--- src/rtl/bcd_stopwatch_pkg.sv ---
// Shared definitions for the BCD stopwatch.
//
// Contents:
//   DIGIT_MAX        largest value a BCD digit may hold (9)
//   NUM_DIGITS       number of chained decade counters
//   state_t          run/stop state encoding (ST_STOPPED / ST_RUNNING)
//   calc_div()       clock cycles per count tick, CLK_HZ / TICK_HZ
//   presc_width()    bit width of a prescaler that counts 0..div-1
package stopwatch_defs;

  localparam logic [3:0] DIGIT_MAX  = 4'd9;
  localparam int         NUM_DIGITS = 4;

  typedef enum logic {
    ST_STOPPED = 1'b0,
    ST_RUNNING = 1'b1
  } state_t;

  // Number of clk cycles per count tick. The caller must pick
  // frequencies that divide evenly and give a result of at least 2.
  function automatic int calc_div(input int clk_hz, input int tick_hz);
    return clk_hz / tick_hz;
  endfunction

  // Width of the prescaler register. A divide-by-2 still needs one bit.
  function automatic int presc_width(input int div);
    return (div > 1) ? $clog2(div) : 1;
  endfunction

endpackage

--- src/rtl/bcd_stopwatch_digit.sv ---
// One decade (0..9) counter of the stopwatch digit chain.
//
// Ports:
//   clk    in   rising-edge clock
//   reset  in   asynchronous active-high reset, clears q
//   clr    in   synchronous clear, overrides inc
//   inc    in   count enable (carry-in from the digit below, or the tick)
//   q      out  registered BCD value, always 0..9
//   carry  out  combinational carry-out: inc while q is 9
module bcd_digit
  import stopwatch_defs::*;
(
  input  logic       clk,
  input  logic       reset,
  input  logic       clr,
  input  logic       inc,
  output logic [3:0] q,
  output logic       carry
);

  logic [3:0] q_next;

  // Combinational so a carry ripples through every digit in one cycle.
  assign carry = inc & (q == DIGIT_MAX);

  always_comb begin
    q_next = q;
    if (clr) begin
      q_next = 4'd0;
    end else if (inc) begin
      q_next = (q == DIGIT_MAX) ? 4'd0 : q + 4'd1;
    end
  end

  always_ff @(posedge clk or posedge reset) begin
    if (reset) begin
      q <= 4'd0;
    end else begin
      q <= q_next;
    end
  end

endmodule

--- src/rtl/bcd_stopwatch.sv ---
// Four-digit BCD stopwatch feeding one seven-segment decoder per digit.
//
// Parameters:
//   CLK_HZ   input clock frequency in Hz
//   TICK_HZ  count rate in Hz; CLK_HZ / TICK_HZ must be an integer >= 2
//
// Ports:
//   clk       in   sole clock, rising edge
//   reset     in   asynchronous active-high reset
//   btn_ss    in   start/stop push button, asynchronous level
//   btn_clr   in   clear push button, asynchronous level
//   digit0    out  least-significant BCD digit (registered)
//   digit1..3 out  higher BCD digits (registered)
//   running   out  1 while counting
//   overflow  out  sticky flag, set when the count wraps 9999 -> 0000
module bcd_stopwatch
  import stopwatch_defs::*;
#(
  parameter int CLK_HZ  = 50_000_000,
  parameter int TICK_HZ = 10
) (
  input  logic       clk,
  input  logic       reset,
  input  logic       btn_ss,
  input  logic       btn_clr,
  output logic [3:0] digit0,
  output logic [3:0] digit1,
  output logic [3:0] digit2,
  output logic [3:0] digit3,
  output logic       running,
  output logic       overflow
);

  localparam int            DIV        = calc_div(CLK_HZ, TICK_HZ);
  localparam int            PW         = presc_width(DIV);
  localparam logic [PW-1:0] PRESC_LAST = PW'(DIV - 1);

  // ------------------------------------------------------------------
  // Button synchronisers and rising-edge detectors.
  // Bit 0 = start/stop, bit 1 = clear.
  // ------------------------------------------------------------------
  logic [1:0] btn_raw;
  logic [1:0] sync1_reg;
  logic [1:0] sync2_reg;
  logic [1:0] prev_reg;
  logic [1:0] btn_event;
  logic       ss_event;
  logic       clr_event;

  assign btn_raw = {btn_clr, btn_ss};

  always_ff @(posedge clk or posedge reset) begin
    if (reset) begin
      sync1_reg <= 2'b00;
      sync2_reg <= 2'b00;
      prev_reg  <= 2'b00;
    end else begin
      sync1_reg <= btn_raw;
      sync2_reg <= sync1_reg;
      prev_reg  <= sync2_reg;
    end
  end

  // One event per press however long the button is held: only the
  // low-to-high transition of the synchronised level counts.
  assign btn_event = sync2_reg & ~prev_reg;
  assign ss_event  = btn_event[0];
  assign clr_event = btn_event[1];

  // ------------------------------------------------------------------
  // Run/stop state machine. Clear never touches the state, so a
  // clear and a start/stop in the same cycle both take effect.
  // ------------------------------------------------------------------
  state_t state_reg;
  state_t state_next;

  always_ff @(posedge clk or posedge reset) begin
    if (reset) begin
      state_reg <= ST_STOPPED;
    end else begin
      state_reg <= state_next;
    end
  end

  always_comb begin
    state_next = state_reg;
    if (ss_event) begin
      state_next = (state_reg == ST_RUNNING) ? ST_STOPPED : ST_RUNNING;
    end
  end

  assign running = (state_reg == ST_RUNNING);

  // ------------------------------------------------------------------
  // Prescaler. Holds its value while stopped so a pause/resume keeps
  // the partially elapsed period.
  // ------------------------------------------------------------------
  logic [PW-1:0] presc_reg;
  logic [PW-1:0] presc_next;
  logic          tick;

  assign tick = running && (presc_reg == PRESC_LAST);

  always_comb begin
    presc_next = presc_reg;
    if (clr_event) begin
      presc_next = '0;
    end else if (running) begin
      presc_next = tick ? '0 : presc_reg + PW'(1);
    end
  end

  always_ff @(posedge clk or posedge reset) begin
    if (reset) begin
      presc_reg <= '0;
    end else begin
      presc_reg <= presc_next;
    end
  end

  // ------------------------------------------------------------------
  // Digit chain. carry_chain[0] is the tick; carry_chain[NUM_DIGITS]
  // fires only when every digit is 9 and a tick arrives, i.e. on the
  // 9999 -> 0000 wrap.
  // ------------------------------------------------------------------
  logic [NUM_DIGITS:0] carry_chain;
  logic [3:0]          digit_q [NUM_DIGITS];

  assign carry_chain[0] = tick;

  genvar gi;
  generate
    for (gi = 0; gi < NUM_DIGITS; gi++) begin : g_digit
      bcd_digit u_digit (
        .clk   (clk),
        .reset (reset),
        .clr   (clr_event),
        .inc   (carry_chain[gi]),
        .q     (digit_q[gi]),
        .carry (carry_chain[gi+1])
      );
    end
  endgenerate

  assign digit0 = digit_q[0];
  assign digit1 = digit_q[1];
  assign digit2 = digit_q[2];
  assign digit3 = digit_q[3];

  // ------------------------------------------------------------------
  // Sticky overflow flag. A clear beats a coincident wrap, matching
  // the digits, which are zeroed by the clear anyway.
  // ------------------------------------------------------------------
  logic overflow_reg;
  logic overflow_next;

  always_comb begin
    overflow_next = overflow_reg;
    if (clr_event) begin
      overflow_next = 1'b0;
    end else if (carry_chain[NUM_DIGITS]) begin
      overflow_next = 1'b1;
    end
  end

  always_ff @(posedge clk or posedge reset) begin
    if (reset) begin
      overflow_reg <= 1'b0;
    end else begin
      overflow_reg <= overflow_next;
    end
  end

  assign overflow = overflow_reg;

endmodule

--- config.mk ---
export PLATFORM = sky130hd
export DESIGN_NAME = bcd_stopwatch
export DESIGN_NICKNAME = d
export VERILOG_FILES = /design/src/rtl/bcd_stopwatch_pkg.sv /design/src/rtl/bcd_stopwatch_digit.sv /design/src/rtl/bcd_stopwatch.sv
export SDC_FILE = /design/constraint.sdc
export NUM_CORES = 1
export LEC_CHECK = 0
export ABC_AREA = 1
export CAP_MARGIN = 20
export CELL_PAD_IN_SITES_DETAIL_PLACEMENT = 1
export CELL_PAD_IN_SITES_GLOBAL_PLACEMENT = 2
export CORE_MARGIN = 10
export CORE_UTILIZATION = 37
export DETAILED_ROUTE_END_ITERATION = 10
export PLACE_DENSITY_LB_ADDON = 0.1
export SLEW_MARGIN = 30
export SYNTH_ARGS = -nofsm -noshare
export SYNTH_HDL_FRONTEND = slang
export SYNTH_SLANG_ARGS = --single-unit
--- constraint.sdc ---
create_clock -name clk -period 3.3 [get_ports clk]
set_input_delay 0.495 -clock clk [delete_from_list [all_inputs] [get_ports clk]]
set_output_delay 0.495 -clock clk [all_outputs]
set_load 0.01 [all_outputs]
==> impl_results.md <==
* Critical Path RT at 3.50 ns
* Multi-input gate area at 0.00129 mm2
* # H-tree levels at 2
* Seq/Total Area, Yosys at 44.1%
* HP Class: reg -> reg
* DRT antenna net count at 0
* Fraction of layout cells with a size suffix above 1 at 10.2%
* Die Y at 105 um
* Most common cell after layout, fill and taps aside: nand2_1
* DIE AREA at 0.0110 mm2
* Num rows at 30
* FF-to-FF End: presc_reg[19]
* GRT Overall Usage at 12.2%
* Final period util at 59.9%
* Pleak at 1.40 nW
* Grt ovf at 0
* Syn-to-layout area delta at 16.9%
* Clock buffer count from CTS at 5
* Antenna diodes at 0
* Rel. slew slack at 51.9%
* Status: finished, final reports clean
* Mapped cell area at 0.00267 mm2
* Final HPWL DP at 5.01 mm
* Crit Path Class: reg -> reg
* Initial core utilization at 38.6%
* DR WL/cell at 14.3 um
* FF/Latch Area at 0.00118 mm2
* Pins over their slew limit at 0
* Yosys warning count at 0
* CTS Buffer Depth at 2
* GPL Wtd Cong at 0.766
* Post-Route WL at 6.58 mm
* Unrepaired setup endpoints after global routing: no
* Setup WS pre-CTS at 1.31 ns
* Area of the core at 0.00691 mm2
* Maximum fanout along the worst path at 11
* Number of antenna violations at the first check in global routing at 0
* Max reg flops at 23
* First-pass GRT wire length at 11.4 mm
* Avg Inst Size Synth at 7.89 um2
* Die X at 105 um
* Final TNS setup at 0 ns
* Clock Latency Late Sink at 0.30 ns
* Number of setup buffers added after CTS at 0
* I/O pins at 22
* Drc violations at 0
* FF-to-FF Start: sync2_reg[1]
* Least-Margin Pin Slew at 0.718 ns
* Hold_sp: sync1_reg[0]
* Layout Skew at 0.00651 ns
* Layout Nets at 376
* R2R Setup Slk at 1.32 ns
* Most frequent cells in the layout: nand2_1 (75), dfrtp_1 (47), inv_1 (43)
* Buffers on Ports at 21
* CTS root buffer: clkbuf_8
* Crit. End Element: register
* Maxcap violations at 0
* Arr. time, crit path at 2.18 ns
* Syn_nets at 351
* CTS tree: done
* CP startpoint kind: register
* Final WS setup at 1.32 ns
* Hold-fix buffers, CTS at 0
* Period minus WS final at 1.98 ns
* DR vias at 2,239
* Synthesized instance count at 338
* DR iter-0 viols at 58
* Peak supply drop at 0.216 mV
* Hold Path End: sync2_reg[0]
* Post-cts gate resize count at 0
* Post-synth cell types at 30
* Largest net degree at the start of global routing at 48
* Detailed-route vias per instance at 4.87
* TritonRoute pass-1 iters at 4
* Final setup fails at 0
* Final hold vios at 0
* Vias in the first global route at 2,343
* Clock transition at the registers of the reported paths at 0.10 ns
* Clk sinks at 47
* # fillers at 875
* Synth Register Bits at 47
* FMAX at 506 MHz
* Min-Delay Path Depth at 0
* R2R depth at 10
* Cell Pwr Density at 509 mW/mm2
[cells in the mapped netlist (all sizes together)]
master / instances / area, um2
nor2: 51 / 224
nor3b: 2 / 15.0
xor2: 13 / 114
nand2: 83 / 342
o22ai: 1 / 6.26
a211oi: 1 / 7.51
xnor2: 3 / 26.3
o21ai: 18 / 101
nand4: 7 / 58.8
nand3b: 1 / 7.51
nor3: 16 / 85.1
nand3: 30 / 165
ha: 9 / 113
inv: 48 / 183
or2: 1 / 6.26
buf: 3 / 17.5
a21oi: 4 / 20.0
dfrtp: 47 / 1180
[logic make-up (layout without fill, tap and decap cells)]
family,Yosys count,in the layout,synth area share [%]
buffers and inverters,51,77,7.50
and+or+nand+nor,191,191,33.9
adders and majority gates,9,9,4.22
DFF,47,47,44.1
xor gates and xnor gates,16,16,5.25
AOI/OAI and AO/OA,24,24,5.07
[report_power, final]
group	internal, W	leakage (nW)	switching [W]
Clock	0.000302	0.0644	0.000209
Sequential	0.000639	0.626	0.0000855
Combinational	0.000163	0.706	0.000188
Total	0.00110	1.40	0.000482
[layer usage]
layer  GRT usage, %  vias up  routed length [um]
met5              0        -                   0
met4           2.94        0                  54
met3           2.27        5                 169
met2           19.1       24                2980
met1           17.0     1090                3370
li1               -     1120                   -
[worst max-delay path by stage]
stage | start | end
final | sync2_reg[1] | presc_reg[19]
after global routing | sync2_reg[1] | presc_reg[17]
after CTS | sync2_reg[1] | presc_reg[19]
after detailed placement | sync2_reg[1] | presc_reg[19]
after global placement | running | presc_reg[17]
after floorplan | reset | g_digit[0].u_digit.q[0]
[worst max-delay path, stage by stage, from the launching register on]
cell	delay [ns]
dfrtp_1	0.40
inv_1	0.07
nor2_2	0.05
nor2_1	0.55
inv_1	0.31
nand2_2	0.21
nor2_4	0.06
nand3_1	0.08
nand2_1	0.06
inv_1	0.05
nor2_1	0.04
[per-stage QoR]
step | total power [W] | instance area (um2) | cells | util, % | hold WS [ns]
final | 0.00159 | 3120 | 460 | 45.2 | 0.366
after global routing | 0.00169 | 3120 | 460 | 45.2 | 0.376
after CTS | 0.00162 | 3120 | 460 | 45.2 | 0.371
after detailed placement | 0.00110 | 2980 | 452 | 43.2 | 0.346
after global placement | 0.00108 | 2980 | 452 | 43.2 | 0.336
after floorplan | 0.000934 | 2670 | 338 | - | 0.331
[final cells by class]
| cell class | instances | share of cell area, % |
|---|---|---|
| Clock buffer | 5 | 2.21 |
| Clock inverter | 3 | 2.17 |
| Inverter | 48 | 5.94 |
| Tap cell | 96 | 3.85 |
| Multi-Input combinational cell | 240 | 41.4 |
| Sequential cell | 47 | 37.7 |
| Timing Repair Buffer | 21 | 6.74 |
No activity file was read; power rests on OpenSTA's default activity.
